--- src/rtl/button_debounce_multi.sv ---
// N-channel push-button filter: 2-FF synchroniser, per-channel debounce, level plus press/release pulses.
// Define BUTTON_AUTOREPEAT_EN to add periodic oPress repeats while a channel is held.
module button_debounce_multi #(
    parameter int N_BTN           = 5,
    parameter int DEBOUNCE_CYCLES = 1000,
    parameter int CNT_W           = 16,
    parameter int REPEAT_DELAY    = 25000,
    parameter int REPEAT_PERIOD   = 5000
) (
    input  logic             CLK,
    input  logic             Reset,
    input  logic [N_BTN-1:0] iBTN,
    output logic [N_BTN-1:0] oState,
    output logic [N_BTN-1:0] oPress,
    output logic [N_BTN-1:0] oRelease,
    output logic             oAny
);

    localparam logic [CNT_W-1:0] DB_LAST = CNT_W'(DEBOUNCE_CYCLES - 1);
    localparam logic [CNT_W-1:0] CNT_ONE = CNT_W'(1);

    if (N_BTN < 1 || DEBOUNCE_CYCLES < 2 || REPEAT_DELAY < 1 || REPEAT_PERIOD < 1 ||
        longint'(DEBOUNCE_CYCLES) > (longint'(1) << CNT_W) ||
        longint'(REPEAT_DELAY) > (longint'(1) << CNT_W) ||
        longint'(REPEAT_PERIOD) > (longint'(1) << CNT_W)) begin : g_param_check
        $error("button_debounce_multi: illegal parameter combination");
    end

    logic [N_BTN-1:0]            sync_p0;
    logic [N_BTN-1:0]            sync_p1;
    logic [N_BTN-1:0][CNT_W-1:0] cnt_q;
    logic [N_BTN-1:0][CNT_W-1:0] cnt_nxt;
    logic [N_BTN-1:0]            state_nxt;
    logic [N_BTN-1:0]            press_nxt;
    logic [N_BTN-1:0]            release_nxt;
    logic [N_BTN-1:0]            accept;

`ifdef BUTTON_AUTOREPEAT_EN
    localparam logic [CNT_W-1:0] RD_LAST = CNT_W'(REPEAT_DELAY - 1);
    localparam logic [CNT_W-1:0] RP_LAST = CNT_W'(REPEAT_PERIOD - 1);

    logic [N_BTN-1:0][CNT_W-1:0] rcnt_q;
    logic [N_BTN-1:0][CNT_W-1:0] rcnt_nxt;
    logic [N_BTN-1:0]            rep_q;
    logic [N_BTN-1:0]            rep_nxt;
`endif

    // Stage p1 -> outputs: debounce decision per channel
    always_comb begin
        state_nxt   = oState;
        press_nxt   = '0;
        release_nxt = '0;
        accept      = '0;
        cnt_nxt     = '0;
`ifdef BUTTON_AUTOREPEAT_EN
        rcnt_nxt    = '0;
        rep_nxt     = '0;
`endif
        for (int i = 0; i < N_BTN; i++) begin
            if (sync_p1[i] != oState[i]) begin
                if (cnt_q[i] == DB_LAST) begin
                    accept[i]      = 1'b1;
                    state_nxt[i]   = sync_p1[i];
                    press_nxt[i]   = sync_p1[i];
                    release_nxt[i] = ~sync_p1[i];
                end else begin
                    cnt_nxt[i] = cnt_q[i] + CNT_ONE;
                end
            end
`ifdef BUTTON_AUTOREPEAT_EN
            // Repeat timer runs only while held; the release edge must not also emit a press
            if (oState[i] && !accept[i]) begin
                if (rcnt_q[i] == (rep_q[i] ? RP_LAST : RD_LAST)) begin
                    press_nxt[i] = 1'b1;
                    rep_nxt[i]   = 1'b1;
                end else begin
                    rcnt_nxt[i] = rcnt_q[i] + CNT_ONE;
                    rep_nxt[i]  = rep_q[i];
                end
            end
`endif
        end
    end

    // Stage iBTN -> p0 -> p1 synchroniser, then registered outputs
    always_ff @(posedge CLK or posedge Reset) begin
        if (Reset) begin
            sync_p0  <= '0;
            sync_p1  <= '0;
            cnt_q    <= '0;
            oState   <= '0;
            oPress   <= '0;
            oRelease <= '0;
            oAny     <= 1'b0;
`ifdef BUTTON_AUTOREPEAT_EN
            rcnt_q   <= '0;
            rep_q    <= '0;
`endif
        end else begin
            sync_p0  <= iBTN;
            sync_p1  <= sync_p0;
            cnt_q    <= cnt_nxt;
            oState   <= state_nxt;
            oPress   <= press_nxt;
            oRelease <= release_nxt;
            oAny     <= |state_nxt;
`ifdef BUTTON_AUTOREPEAT_EN
            rcnt_q   <= rcnt_nxt;
            rep_q    <= rep_nxt;
`endif
        end
    end

endmodule

--- config.mk ---
export PLATFORM = sky130hd
export DESIGN_NAME = button_debounce_multi
export DESIGN_NICKNAME = d
export VERILOG_FILES = /design/src/rtl/button_debounce_multi.sv
export SDC_FILE = /design/constraint.sdc
export NUM_CORES = 1
export LEC_CHECK = 0
export BUFFER_PORTS_ARGS = -buffer_cell sky130_fd_sc_hd__clkbuf_2
export CORE_ASPECT_RATIO = 0.7
export CORE_MARGIN = 2
export CORE_UTILIZATION = 45
export DETAILED_ROUTE_END_ITERATION = 16
export GPL_TIMING_DRIVEN = 0
export PLACE_DENSITY_LB_ADDON = 0.05
export SETUP_SLACK_MARGIN = 0.5
export SYNTH_ARGS = -nofsm -noshare
export SYNTH_HDL_FRONTEND = slang
export SYNTH_SLANG_ARGS = --single-unit
--- constraint.sdc ---
create_clock -name CLK -period 6 [get_ports CLK]
set_input_delay 0.6 -clock CLK [delete_from_list [all_inputs] [get_ports CLK]]
set_output_delay 0.6 -clock CLK [all_outputs]
set_load 0.01 [all_outputs]
* After elaboration in Yosys (flattened, before gate mapping)
Cells that the tools add are included.
Word-level totals: register bits 106, input port bits 7, output and inout bits 16, word-level logic and storage cells 72
Operators by class: add/subtract/negate cells 5, equal/unequal tests 10, multiplexer cells 40, bitwise logic cells 5, reduce and logical (&&, ||, !) cells 1
Operators with widths (count):
- $mux 16 | 10
- $add 16x1->16 const B | 5
- $eq 16x10->1 const B | 5
- $mux 1 | 30
- $ne 1x1->1 | 5
- $not 1->1 | 5
- $reduce_or 5->1 | 1

* Depth between registers and ports, before layout
Gate-level depths: netlist (run 1).
word-level depth 4, gate-level depth with buffers 7, gate-level depth less buffers 6

* Worst setup path after synthesis (run 1)
No wires, ideal clock.
path type reg-to-reg, start point register cnt_q[59] (netlist bit), end point register oAny, library setup time 139 ps, data arrival time 2262 ps, required time 5861 ps, setup slack 3600 ps, stages on the path, launching flop included 6, buffers on the path 0, clock period less this slack 2400 ps, path through dfrtp_1 or4_1 or4_4 mux2_4 nor2_1 or4b_1
Between the ends: cells in the longest elaborated chain, start to end 4
RTL lines:
- from (decl) | RTL line 31 | logic [N_BTN-1:0][CNT_W-1:0] cnt_q;
- from (signal assigned) | RTL line 102 | cnt_q <= cnt_nxt;
- $eq 16x10->1 | RTL line 61 | if (cnt_q[i] == DB_LAST) begin
- $mux 1 | RTL line 61
- $mux 1 | RTL line 60 | if (sync_p1[i] != oState[i]) begin
- via state_nxt[3] | RTL line 33 | logic [N_BTN-1:0] state_nxt;
- $reduce_or 5->1 | RTL line 106 | oAny <= |state_nxt;
- to (signal assigned) | RTL line 106
- to (decl) | RTL line 16 | output logic oAny
The timed path passes the listed nets, and every way through them passes these cells.

* Worst setup path after layout (run 1)
Same ends and word-level chain as after synthesis.

==> impl_results.md, run 1 <==
- Tot Pwr: 1.41 mW
- GRT overflow: 0
- Clock sinks: 106
- Outcome: complete, no violations
- Worst Clk Skew: 0.00988 ns
- Worst-Margin Slew: 0.568 ns
- Worst skew pair latency: 0.35 ns
- #FFs+latches synth: 106
- Htree depth: 3
- Via density: 5.00
- GPL Wtd Cong: 0.804
- Die W: 125 um
- CTS max path bufs: 2
- Worst R2R Start: cnt_q[59]
- Share of cells above drive strength 1: about a tenth
- Vias in the first global route: 2857
- Final slew viol count: 0
- Crit path max fanout: 5
- Critical Path AT: between 2 and 3 ns
- Crit path time final: roughly 2.6 ns
- TritonCTS clock tree: done
- Min-Delay Path Class: primary input to async pin
- Relative slew slack: 61.8%
- Synth Instances: approximately 430
- Most frequent cells in the layout: dfrtp_1, nor2_1, xor2_1, nand2_1, xnor2_1
- All-layer global routing usage: between 10% and 20%
- Commonest non-fill, non-tap cell in the layout: dfrtp_1
- Crit path required time: between 6 and 7 ns
- ANT nets after route: 0
- Total CTS buffers: 9
- Part of the cycle the worst path needs: 43.2%
- Final nets: 474
- PD cells: 271 nW/um^2
- CP Launch Type: register
- WS Path Type: register to register
- Yosys warning count: 0
- P_leak: 2.39 nW
- Final setup vio count: 0
- Critical Path Sink: oAny
- Diodes inserted: 0
- Total negative slack: 0 ns
- Largest net degree at the start of global routing: a little under 70
- DRT iter0 DRCs: 190
- Worst R2R Path Depth: 5
- Port buffer count: 22
- Drt wl/cell: between 10 and 15 um
- Avg Cell Area, Syn: approximately 11 sq um
- Yosys cell types: 29
- Core Box Area: 9800 sq um
- WL final: just under 8000 um
- Die H: 88.5 um
- Net count after synthesis: 440
- # DRC: 0
- Worst reg-to-reg setup slack: 3.41 ns
- RSZ-0062 raised after global routing: false
- R2R Path End: oAny
- Post-CTS Hold Fix Bufs: 0
- Yosys top cell by area: dfrtp_1
- Maxcap violations: 0
- Origin of the worst setup path: cnt_q[59]
- Synth area leaders: dfrtp_1, xor2_1, nor2_1
- Cell area after synthesis: 4590 sq um
- Starting Density: 46.9%
- Area growth syn-to-layout: 13.6%
- Final hold vios: 0
- Post CTS Setup Buffer Count: 0
- Row Count: 30
- First-pass GRT wire length: 13900 um
- Register area share after synthesis: 57.7%
- VDD IR max: 0.134 mV
- Crit end category: register
- Fmax: 386 MHz
- Yosys top cell area share: about 58%
- Routed via count: 2977
- Clock root buffer: clkbuf_16
- Die area: 11000 sq um
- Initial antenna violation count: 0
- IO Pins: 23
- Drt first pass iters: 4
- Detail Placement HPWL: approximately 5400 um
- CTS resizes: 0
- Reg clk slew, reported paths: 0.07 ns
## layer usage
layer	routed length, um	vias to the layer above	global-route usage (%)
met2	3290	32	23.0
met1	4250	1429	23.0
li1	-	1507	-
met5	0	-	0
met3	255	9	4.84
met4	96	0	5.11
## report_power, final
part,internal [mW],total [mW],switching [mW]
Clock,0.370,0.633,0.263
Combinational,0.0138,0.0429,0.0291
Sequential,0.726,0.737,0.0113
## state kept, by name, indices dropped and copies added (netlist names)
| signal | count |
|---|---|
| cnt_q | 80 |
| oPress | 5 |
| oRelease | 5 |
| oState | 5 |
| sync_p0 | 5 |
| sync_p1 | 5 |
| oAny | 1 |
## cell families (layout without fill, tap and decap cells)
| kind of cell | count (synthesis) | count (layout) | share of synthesized area, % |
|---|---|---|---|
| adders and majority gates | 5 | 5 | 1.36 |
| DFF | 106 | 106 | 57.7 |
| xor gates and xnor gates | 74 | 74 | 14.1 |
| and+or+nand+nor | 225 | 225 | 24.4 |
| muxes | 5 | 5 | 1.31 |
| AOI/OAI and AO/OA | 2 | 2 | 0.218 |
| buffers and inverters | 11 | 50 | 0.899 |
## final cells by class
type	count	area, sq um
clock buffers	9	225
well taps	128	160
fillers	880	4580
plain buffers	6	22.5
clock inverters	7	101
inverters	5	21.3
multi-input cells	311	1900
repair buffers	23	138
flip-flops and latches	106	2650
## critical path: stages (launching register included)
cell and delay (ns):
dfrtp_1 0.43, or4_1 0.51, or4_4 0.59, mux2_4 0.33, nor2_1 0.14, or4b_1 0.46
## worst min path at each step
| stage | start | endpoint | slack (ns) | cells past startpoint |
|---|---|---|---|---|
| 2_1_floorplan | sync_p0[0] | sync_p1[0] | 0.33 | 0 |
| 3_3_place_gp | sync_p0[1] | sync_p1[1] | 0.33 | 0 |
| 3_5_place_dp | sync_p0[1] | sync_p1[1] | 0.34 | 0 |
| 4_1_cts | Reset | oRelease[1] | 0.29 | 2 |
| 5_1_grt | Reset | oRelease[1] | 0.32 | 2 |
| 6_report | Reset | oRelease[1] | 0.28 | 2 |
## cell usage after synthesis
| cell | number |
|---|---|
| a21oi_1 | 1 |
| and2_1 | 2 |
| and3_1 | 17 |
| and3_2 | 2 |
| and3b_1 | 1 |
| and4_1 | 4 |
| clkbuf_1 | 6 |
| dfrtp_1 | 106 |
| ha_1 | 5 |
| inv_1 | 5 |
| mux2_2 | 4 |
| mux2_4 | 1 |
| nand2_1 | 33 |
| nand3_1 | 23 |
| nand4_1 | 18 |
| nor2_1 | 86 |
| nor2b_1 | 2 |
| nor3_1 | 9 |
| nor3b_1 | 12 |
| nor4_1 | 6 |
| nor4b_1 | 1 |
| nor4bb_1 | 1 |
| o21ai_0 | 1 |
| or3_1 | 3 |
| or4_1 | 3 |
| or4_4 | 1 |
| or4b_1 | 1 |
| xnor2_1 | 30 |
| xor2_1 | 44 |
## through the flow
step	utilization [%]	setup WS (ns)	cell area, sq um	hold slack [ns]	std cells
5_1_grt	53.3	3.34	5220	0.320	595
6_report	53.3	3.41	5220	0.282	595
3_5_place_dp	49.9	3.41	4890	0.336	579
2_1_floorplan	-	2.61	4590	0.331	428
4_1_cts	53.3	3.40	5220	0.290	595
3_3_place_gp	49.6	1.41	4860	0.333	578
Note: power is estimated with default switching activity, not from simulation.
==> run 2: changes to the inputs <==
==> constraint.sdc (replaced) <==
create_clock -name CLK -period 2.4 [get_ports CLK]
set_input_delay 0.24 -clock CLK [delete_from_list [all_inputs] [get_ports CLK]]
set_output_delay 0.24 -clock CLK [all_outputs]
set_load 0.01 [all_outputs]
==> impl_results.md, run 2 (synthesis results as in run 1) <==
- Worst-Margin Slew: 0.618 ns
- Core Box Area: 9800 sq um
- CP Launch Type: register
- Crit path time final: 2.42 ns
- P_leak: 2.57 nW
- Htree depth: 3
- Clock root buffer: clkbuf_16
- Violated checks: setup timing
- Most common cell on crit path: or4_4
- # DRC: 0
- Total negative slack: -0.0175 ns
- Crit end category: register
- Slowest-stage cell, CP: or4_4
- Drt first pass iters: 4
- GPL Wtd Cong: 0.760
- Pre-CTS setup slack: -0.107 ns
- First-pass GRT wire length: 15100 um
- RSZ-0062 raised after global routing: true
- Reg with most FFs: cnt_q
- Pint: approximately 2.7 mW
- Diodes inserted: 0
- Sw frac: between 20% and 30%
- Die H: roughly 89 um
- Die area: approximately 11000 sq um
- VDD IR max: 0.458 mV
- All-layer global routing usage: between 15 and 20%
- CP Buf/Inv Count: 0
- Reg clk slew, reported paths: 0.07 ns
- Detail Placement HPWL: 5620 um
- Sequential power share: between 50% and 60%
- Most frequent cells in the layout: dfrtp_1, nor2_1, xor2_1, xnor2_1, nand2_1
- Total CTS buffers: 9
- Area growth syn-to-layout: 24.1%
- Final hold vios: 0
- Relative slew slack: roughly three fifths
- Worst Clk Skew: around 0.0087 ns
- DRT iter0 DRCs: 152
- PD cells: a little over 600 nW/um^2
- Share of cells above drive strength 1: a little over a fifth
- Comb power frac: 4.4%
- Initial antenna violation count: 0
- Critical Path AT: 2.63 ns
- Max reg flops: 80
- WL final: 8770 um
- Fmax: 414 MHz
- IO Pins: 23
- Drt wl/cell: about 14 um
- Row Count: 30
- Commonest non-fill, non-tap cell in the layout: dfrtp_1
- ANT nets after route: 0
- Routed via count: 3144
- Clock sinks: 106
- Vias in the first global route: a little over 3k
- Largest net degree at the start of global routing: 39
- Worst skew pair latency: roughly 0.34 ns
- Part of the cycle the worst path needs: 101%
- Cell family contributing the most delay on the critical path: simple AND/OR/NAND/NOR gates
- Filler Cell Count: slightly above 800
- Starting Density: 46.9%
- Slowest Stage Delay on Critical Path: 0.55 ns
- Port buffer count: 22
- Min-Delay Path Class: primary input to register
- Net Switching: 754 uW
- WS Path Type: register to register
- CP Cell Sequence: or4_4 -> or4_4 -> mux2_4 -> nor2_2 -> or4b_1
- Maxcap violations: 0
- Die W: about 120 um
- Crit path max fanout: 2
- GRT overflow: 0
- Final setup vio count: 1
- Via density: 5.05
- TritonCTS clock tree: done
- Crit path required time: around 2.6 ns
- Post-route setup slack: -0.0175 ns
- Final slew viol count: 0
- Outcome: complete, but fails checks
- Multi-input gate area: slightly above 2000 sq um
- FF/Latch Area: 2650 sq um
- CTS max path bufs: 2
- Final nets: 502
- Clock power share: between 40% and 50%
run 2: cell types whose count changed in the layout (fill, tap and decap cells not counted), sizes merged:
cell / change
buf: +27
dlygate4sd3: +4
inv: -3
bufinv: -1
clkbuf: -1
clkinv: +1
clkinvlp: +1
run 2: final cells by class:
cell class,instances,area share (%)
clock inverter,5,0.922
buffer,6,1.14
sequential,106,46.5
tap,128,2.81
multi-input combinational,311,36.5
inverter,5,0.395
clock buffer,11,4.43
timing repair buffer,51,7.31
run 2: through the flow:
| stage | util (%) | hold WS [ns] | instance area (sq um) | total power, mW | instances |
|---|---|---|---|---|---|
| 2_1_floorplan | - | 0.271 | 4600 | 1.95 | 428 |
| 3_3_place_gp | 49.7 | 0.331 | 4870 | 1.98 | 578 |
| 3_5_place_dp | 50.4 | 0.312 | 4940 | 2.00 | 581 |
| 4_1_cts | 55.5 | 0.0125 | 5440 | 3.52 | 611 |
| 5_1_grt | 58.2 | 0.00495 | 5700 | 3.63 | 623 |
| 6_report | 58.2 | 0.0211 | 5700 | 3.49 | 623 |
run 2: worst reg2reg max path, stage by stage, from the launching register on:
cell     delay [ns]
dfrtp_1        0.39
or4_4          0.54
or4_4          0.55
mux2_4         0.32
nor2_2         0.07
or4b_1         0.42
run 2: timing repair:
action	CTS	global route
pin swaps	3	8
gates cloned	2	0
endpoints found under the setup margin	63	63
resized for setup	20	47
setup buffers	8	12
hold endpoints to repair	23	0
hold buffers	4	0
run 2: final timing paths:
| path | start | endpoint | slack (ns) | depth (start not counted) |
|---|---|---|---|---|
| max | cnt_q[61] | oAny | -0.02 | 5 |
| min | iBTN[3] | sync_p0[3] | 0.02 | 1 |
| max reg2reg | cnt_q[61] | oAny | -0.02 | 5 |
| min reg2reg | sync_p0[1] | sync_p1[1] | 0.35 | 0 |
| max in group asynchronous | Reset | sync_p0[1] | 1.16 | 5 |
| min in group asynchronous | Reset | cnt_q[49] | 0.49 | 3 |
run 2: power groups by stage:
| stage | clock [mW] | combinational (mW) | sequential (mW) |
|---|---|---|---|
| final | 1.50 | 0.152 | 1.84 |
| after CTS | 1.54 | 0.140 | 1.84 |
| after floorplan | 0 | 0.0777 | 1.87 |
| after global placement | 0 | 0.107 | 1.88 |
| after global routing | 1.61 | 0.172 | 1.85 |
| after detailed placement | 0 | 0.121 | 1.88 |
run 2: metal layers:
| metal | vias to the layer above | GRT usage (%) | share of wire [%] |
|---|---|---|---|
| li1 | 1567 | - | - |
| met1 | 1529 | 25.5 | 52 |
| met2 | 37 | 25.0 | 43 |
| met3 | 11 | 3.99 | 3.4 |
| met4 | 0 | 6.54 | 1.4 |
| met5 | - | 0 | 0 |
